**config.mk**
```make
export PLATFORM = sky130hd
export DESIGN_NAME = l0_line_supplier
export DESIGN_NICKNAME = d
export VERILOG_FILES = /design/src/rtl/op_pkg.sv /design/src/rtl/l0_tag_array.sv /design/src/rtl/l0_line_supplier.sv
export SDC_FILE = /design/constraint.sdc
export NUM_CORES = 2
export LEC_CHECK = 0
export CORE_AREA = 2 2 528 530
export CTS_CLUSTER_SIZE = 16
export DETAILED_ROUTE_END_ITERATION = 8
export DIE_AREA = 0 0 530 532
export GPL_TIMING_DRIVEN = 1
export PLACE_DENSITY_LB_ADDON = 0.15
export SYNTH_ARGS = -nofsm -noshare
export SYNTH_HDL_FRONTEND = slang
export SYNTH_HIERARCHICAL = 1
export SYNTH_SLANG_ARGS = --single-unit
```
**constraint.sdc**
```tcl
create_clock -name clk_in -period 61.9 [get_ports clk_in]
set_clock_uncertainty 0.2 [all_clocks]
set_input_delay 18.57 -clock clk_in [delete_from_list [all_inputs] [get_ports clk_in]]
set_output_delay 18.57 -clock clk_in [all_outputs]
set_load 0.01 [all_outputs]
```
**src/rtl/op_pkg.sv**
```systemverilog
// Shared front-end types: L0 supplier FSM states and default sizing constants.
package op_pkg;

  localparam int SUPER_SCALAR_WIDTH = 4;
  localparam int L0_NUM_LINES       = 4;

  typedef enum logic [2:0] {
    LOOKUP    = 3'd0,
    MISS_REQ  = 3'd1,
    MISS_WAIT = 3'd2,
    DELIVER   = 3'd3,
    DRAIN     = 3'd4
  } l0_state_e;

endpackage

```
**src/rtl/l0_tag_array.sv**
```systemverilog
// Fully-associative L0 line store: combinational tag match, one read port, one fill port.
module l0_tag_array
  import op_pkg::*;
#(
  parameter int NUM_LINES  = L0_NUM_LINES,
  parameter int TAG_W      = 58,
  parameter int LINE_BYTES = 64,
  localparam int IDX_W     = $clog2(NUM_LINES)
) (
  input  logic                       clk,
  input  logic                       rst,
  input  logic [TAG_W-1:0]           lookup_tag,
  output logic                       hit,
  output logic [IDX_W-1:0]           hit_idx,
  input  logic [IDX_W-1:0]           rd_idx,
  output logic [LINE_BYTES-1:0][7:0] rd_data,
  input  logic                       we,
  input  logic [IDX_W-1:0]           wr_idx,
  input  logic [TAG_W-1:0]           wr_tag,
  input  logic [LINE_BYTES-1:0][7:0] wr_data
);

  logic [NUM_LINES-1:0]                       valid;
  logic [NUM_LINES-1:0][TAG_W-1:0]            tags;
  logic [NUM_LINES-1:0][LINE_BYTES-1:0][7:0]  data;
  logic [NUM_LINES-1:0]                       match;

  for (genvar i = 0; i < NUM_LINES; i++) begin : g_cmp
    assign match[i] = valid[i] && (tags[i] == lookup_tag);
  end

  // At most one entry can match: a line is only filled after it missed.
  always_comb begin
    hit_idx = '0;
    for (int i = 0; i < NUM_LINES; i++)
      if (match[i]) hit_idx = IDX_W'(i);
  end

  assign hit     = |match;
  assign rd_data = data[rd_idx];

  always_ff @(posedge clk or posedge rst) begin
    if (rst)     valid <= '0;
    else if (we) valid[wr_idx] <= 1'b1;
  end

  always_ff @(posedge clk) begin
    if (we) begin
      tags[wr_idx] <= wr_tag;
      data[wr_idx] <= wr_data;
    end
  end

endmodule

```
**src/rtl/l0_line_supplier.sv**
```systemverilog
// Fetch-side line supplier: L0 lookup, L1 miss handling, and the valid/ready transfer to fetch.
module l0_line_supplier
  import op_pkg::*;
#(
  parameter int          CACHE_LINE_WIDTH   = 64,
  parameter int          NUM_LINES          = L0_NUM_LINES,
  parameter int          SUPER_SCALAR_WIDTH = op_pkg::SUPER_SCALAR_WIDTH,
  parameter logic [63:0] RESET_PC           = 64'h0,
  localparam int         PVW                = $clog2(SUPER_SCALAR_WIDTH + 1)
) (
  input  logic                             clk_in,
  input  logic                             rst_in,
  input  logic                             flush_in,
  input  logic [63:0]                      flush_pc_in,
  input  logic                             fetch_ready,
  input  logic                             bp_pred_taken,
  input  logic [63:0]                      bp_pred_target,
  output logic [CACHE_LINE_WIDTH-1:0][7:0] l0_cacheline,
  output logic                             bp_l0_valid,
  output logic [63:0]                      pc,
  output logic [PVW-1:0]                   pc_valid,
  output logic [63:0]                      pred_pc,
  output logic                             l1_req_valid,
  output logic [63:0]                      l1_req_addr,
  input  logic                             l1_req_ready,
  input  logic                             l1_resp_valid,
  input  logic [CACHE_LINE_WIDTH-1:0][7:0] l1_resp_line
);

  localparam int OFF_W = $clog2(CACHE_LINE_WIDTH);
  localparam int TAG_W = 64 - OFF_W;
  localparam int IDX_W = $clog2(NUM_LINES);
  localparam logic [OFF_W:0] LINE_B = (OFF_W + 1)'(CACHE_LINE_WIDTH);
  localparam logic [OFF_W:0] SSW_B  = (OFF_W + 1)'(SUPER_SCALAR_WIDTH);

  l0_state_e   state;
  logic [63:0] pc_q;
  logic [IDX_W-1:0] rr_ptr;
  logic [IDX_W-1:0] idx_q;

  logic [63:0]      pc_w;
  logic [63:0]      line_base;
  logic [OFF_W:0]   bytes_left;
  logic [OFF_W:0]   words_left;
  logic [PVW-1:0]   pc_valid_nxt;
  logic [63:0]      pred_pc_nxt;
  logic             hit;
  logic [IDX_W-1:0] hit_idx;
  logic [CACHE_LINE_WIDTH-1:0][7:0] rd_data;
  logic             fill;

  // Instruction slots are 4 bytes; the two low PC bits carry no meaning here.
  assign pc_w       = pc_q & ~64'h3;
  assign line_base  = pc_q & ~64'(CACHE_LINE_WIDTH - 1);
  assign bytes_left = LINE_B - {1'b0, pc_w[OFF_W-1:0]};
  assign words_left = bytes_left >> 2;

  assign pc_valid_nxt = (words_left >= SSW_B) ? PVW'(SUPER_SCALAR_WIDTH) : PVW'(words_left);
  assign pred_pc_nxt  = bp_pred_taken ? bp_pred_target
                                      : pc_w + {{(62 - PVW){1'b0}}, pc_valid_nxt, 2'b00};

  // Responses only count while one is outstanding; anything else is stale.
  assign fill = l1_resp_valid && (state == MISS_WAIT || state == DRAIN);

  l0_tag_array #(
    .NUM_LINES  (NUM_LINES),
    .TAG_W      (TAG_W),
    .LINE_BYTES (CACHE_LINE_WIDTH)
  ) u_tags (
    .clk        (clk_in),
    .rst        (rst_in),
    .lookup_tag (pc_q[63:OFF_W]),
    .hit        (hit),
    .hit_idx    (hit_idx),
    .rd_idx     (idx_q),
    .rd_data    (rd_data),
    .we         (fill),
    .wr_idx     (rr_ptr),
    .wr_tag     (l1_req_addr[63:OFF_W]),
    .wr_data    (l1_resp_line)
  );

  always_ff @(posedge clk_in or posedge rst_in) begin
    if (rst_in) begin
      state        <= LOOKUP;
      pc_q         <= RESET_PC;
      rr_ptr       <= '0;
      idx_q        <= '0;
      bp_l0_valid  <= 1'b0;
      l1_req_valid <= 1'b0;
      l1_req_addr  <= '0;
      pc           <= '0;
      pc_valid     <= '0;
      pred_pc      <= '0;
      l0_cacheline <= '0;
    end else begin
      if (fill) rr_ptr <= rr_ptr + 1'b1;

      if (flush_in) begin
        // An accepted request still owes us a response; drain it so it can't be delivered.
        pc_q         <= flush_pc_in;
        bp_l0_valid  <= 1'b0;
        l1_req_valid <= 1'b0;
        case (state)
          MISS_REQ:  state <= l1_req_ready  ? DRAIN  : LOOKUP;
          MISS_WAIT: state <= l1_resp_valid ? LOOKUP : DRAIN;
          DRAIN:     state <= l1_resp_valid ? LOOKUP : DRAIN;
          default:   state <= LOOKUP;
        endcase
      end else begin
        case (state)
          LOOKUP: begin
            if (hit) begin
              idx_q <= hit_idx;
              state <= DELIVER;
            end else begin
              l1_req_valid <= 1'b1;
              l1_req_addr  <= line_base;
              state        <= MISS_REQ;
            end
          end
          MISS_REQ: begin
            if (l1_req_ready) begin
              l1_req_valid <= 1'b0;
              state        <= MISS_WAIT;
            end
          end
          MISS_WAIT: begin
            if (l1_resp_valid) begin
              idx_q <= rr_ptr;
              state <= DELIVER;
            end
          end
          DELIVER: begin
            // First DELIVER cycle registers the transfer; later cycles hold it until taken.
            if (!bp_l0_valid) begin
              l0_cacheline <= rd_data;
              pc           <= pc_w;
              pc_valid     <= pc_valid_nxt;
              pred_pc      <= pred_pc_nxt;
              bp_l0_valid  <= 1'b1;
            end else if (fetch_ready) begin
              pc_q        <= pred_pc;
              bp_l0_valid <= 1'b0;
              state       <= LOOKUP;
            end
          end
          DRAIN: begin
            if (l1_resp_valid) state <= LOOKUP;
          end
          default: state <= LOOKUP;
        endcase
      end
    end
  end

endmodule

```
==> impl_metrics.py <==
metrics = {
    "critical_path": {
        "crit_top_cell": "buf_4",
        "crit_path_top_delay_cell": "buf_4",
        "slowest_delay_ns": 0.92,
        "reg2regPathDepth": 8,
        "crit_chain": "clkdlybuf4s50_1 > and3_1 > nand2_1 > nor2_4 > buf_4 > buf_4 > buf_4 > buf_4",
        "cp-start-kind": "primary input",
        "crit_fanout": 63,
        "reg2reg_slack_ns": 56.27,
        "crit_arrival_ns": 23.49,
        "crit_required_ns": 62.21,
        "crit_path_end_kind": "register",
        "crit_type": "primary input to register",
    },
    "floorplan": {
        "rows": 193,
        "core_area_um2": 276000,
        "start_util": 0.416,
        "ios": 1356,
        "fp.dieH_um": 532,
        "die_area_um2": 282000,
        "die_width_um": 530,
    },
    "detailed_routing": {
        "drc": 0,
        "finalWirelength_mm": 362,
        "detail-route-antenna-nets": 0,
        "drtIter0Drc": 5520,
        "vias": 64900,
        "detail_route.vias_per_cell": 5.30,
        "wire_per_inst_um": 29.6,
        "first_pass_iters": 7,
    },
    "placed_design": {
        "gp_congestion": 0.881,
        "hpwl_mm": 240,
        "portBuffers": 1345,
    },
    "clock_network": {
        "post_cts_buffers": 0,
        "clock_latency_ns": 0.92,
        "htreeDepth": 5,
        "cts_tree": "done",
        "cts_buffer_depth": 4,
        "cts_num_sinks": 3054,
        "postCtsHoldBufs": 0,
        "cts_buffers": 330,
        "cts_root_buf": "clkbuf_16",
        "cts_resized": 0,
        "clkTransAtPathRegs_ns": 0.06,
    },
    "pwr": {
        "pwr-share-seq": 0.463,
        "pwr-share-comb": 0.208,
        "pwr-share-clk": 0.330,
        "power_mw": 5.97,
        "powerDensity_nw_per_um2": 41.6,
        "irDropWorstVdd_mv": 0.0305,
        "p_int_mw": 4.24,
        "power.switching_mw": 1.73,
        "leakage_nw": 51.5,
        "power_switching_share": 0.290,
    },
    "global_route": {
        "grt_usage": 0.254,
        "grt_start_max_net_pins": 163,
        "grt_pass1_vias": 66500,
        "overflow": 0,
        "grt_pass1_wl_mm": 507,
        "antenna_found_initial": 192,
    },
    "synthesis": {
        "ys_ff_latch": 3054,
        "synth_cells": 6721,
        "syn_area_per_cell_um2": 17.1,
        "synth-seq-area-share": 0.766,
        "synth_edf_count": 2280,
        "ys_async_sr_fraction": 0.253,
        "syn_area_um2": 115000,
        "ys_types": 72,
        "ys.flop_type": "edfxtp_1",
        "ys_warn_count": 6,
    },
    "sta": {
        "maxSlewHeadroom": -0.00538,
        "fin_setup_tns_ns": 0,
        "setup_violations": 0,
        "rsz0062_at_grt": "no",
        "tightest_slew_ns": 1.51,
        "fin_crit_sh": 0.375,
        "slew_violations": 12,
        "clock.fmax_mhz": 43.1,
        "min_period_ns": 23.19,
        "finalHoldViolations": 0,
    },
    "cells_and_area": {
        "nets": 8834,
        "layout_commonest_cell": "edfxtp_1",
        "layout_common_cells": "2280 x edfxtp_1, 1832 x nand2_1, 1343 x clkdlybuf4s50_1",
        "fin_util": 0.520,
        "layout-drive-gt1-share": 0.142,
        "areaGrowthSynthToFinish_pct": 25.2,
    },
    "min_path": {
        "hp-class": "register to register",
        "min_path_cells": 2,
    },
    "flow_run": {
        "drv_cap": 0,
    },
    "status": {
        "status": "complete, but fails checks",
        "violations": "max-slew violations",
    },
}
## synth_stat cells (all sizes together), types with 3 or more instances
library cell / n / area, um2
a221oi: 8 / 70.1
o2111ai: 6 / 58.8
or3: 4 / 30.0
a21oi: 58 / 290
xor2: 106 / 928
a22o: 3 / 26.3
o31a: 3 / 26.3
or4: 5 / 41.3
buf: 107 / 517
o22ai: 40 / 250
and3: 28 / 175
o2bb2ai: 6 / 52.6
nor3: 27 / 135
nand3: 31 / 155
o221ai: 4 / 35.0
o211ai: 3 / 22.5
nor2b: 8 / 50.1
and4: 3 / 26.3
o21ai: 118 / 591
edfxtp: 2280 / 68500
mux4: 512 / 11500
dfrtp: 774 / 19400
nand4: 35 / 240
nand2: 1833 / 6880
inv: 57 / 214
a31oi: 5 / 31.3
nand2b: 18 / 113
mux2: 60 / 676
a2111oi: 5 / 50.0
mux2i: 73 / 731
nor2: 59 / 221
or2: 8 / 50.1
ha: 3 / 37.5
xnor2: 124 / 1090
clkbuf: 232 / 871
nor4: 43 / 328
a22oi: 9 / 67.6
## flip-flops by register name (all words and copies together) (netlist names)
| signal | count |
|---|---|
| l1_req_valid | 1 |
| rr_ptr | 2 |
| state | 3 |
| pc_valid | 3 |
| l0_cacheline | 512 |
| idx_q | 2 |
| pc_q | 62 |
| pc | 62 |
| bp_l0_valid | 1 |
| u_tags/valid | 4 |
| u_tags/data | 2048 |
| l1_req_addr | 58 |
| u_tags/tags | 232 |
| pred_pc | 64 |
## kinds of logic after synthesis
family                     share of synthesized area
xor gates and xnor gates                      0.0176
buffers and inverters                         0.0140
and+or+nand+nor                               0.0744
DFF                                            0.766
adders and majority gates                   0.000328
other                                      0.0000327
muxes                                          0.113
AOI/OAI and AO/OA                             0.0144
## path summary, 6_finish.rpt
path,end,start
worst min register to register,pc[40],pc_q[40]
worst min-delay path,pc[40],pc_q[40]
worst max-delay path,u_tags/data[1431],l1_resp_valid
max in group asynchronous,l0_cacheline[506],rst_in
worst max register to register,u_tags/data[1431],state[2]
min in group asynchronous,u_tags/valid[1],rst_in
## power groups by stage
stage / Clock, mW / Sequential [mW] / Combinational [mW]
after floorplan: 0 / 2.87 / 0.373
after global routing: 2.09 / 2.79 / 1.33
after detailed placement: 0 / 2.80 / 1.25
final: 1.97 / 2.76 / 1.24
after global placement: 0 / 2.79 / 1.24
after CTS: 2.01 / 2.76 / 1.26
## metrics by stage
stage / hold slack, ns / cell area [um2] / instances / worst slack [ns]
6_report: 0.262 / 144000 / 12200 / 38.71
2_1_floorplan: 0.231 / 115000 / 6728 / 17.00
3_5_place_dp: 0.257 / 132000 / 11600 / 37.63
4_1_cts: 0.272 / 143000 / 12200 / 38.63
3_3_place_gp: 0.252 / 132000 / 11600 / 37.56
5_1_grt: 0.291 / 143000 / 12200 / 38.46
## critical path, delay by kind of cell
family	cells	cell delay (ns)
buffers and inverters	5	3.79
AND/OR/NAND/NOR	3	0.89
## metal layers
metal | part of all wire | vias to the layer above | wire length (um) | GRT usage
met4 | 0.038 | 102 | 13900 | 0.100
met5 | 0.0019 | - | 682 | 0
met3 | 0.095 | 698 | 34500 | 0.0896
li1 | - | 28000 | - | -
met1 | 0.39 | 33900 | 140000 | 0.319
met2 | 0.48 | 2268 | 173000 | 0.402
## layout make-up
class	instances	area (um2)
clock buffer	460	9180
inverter	59	229
clock inverter	154	1700
sequential	3054	87800
timing repair buffer	1463	14500
fill	22900	132000
tap	3705	4640
antenna	68	170
multi-input combinational	3276	25300
(Power assumes the default switching activity.)
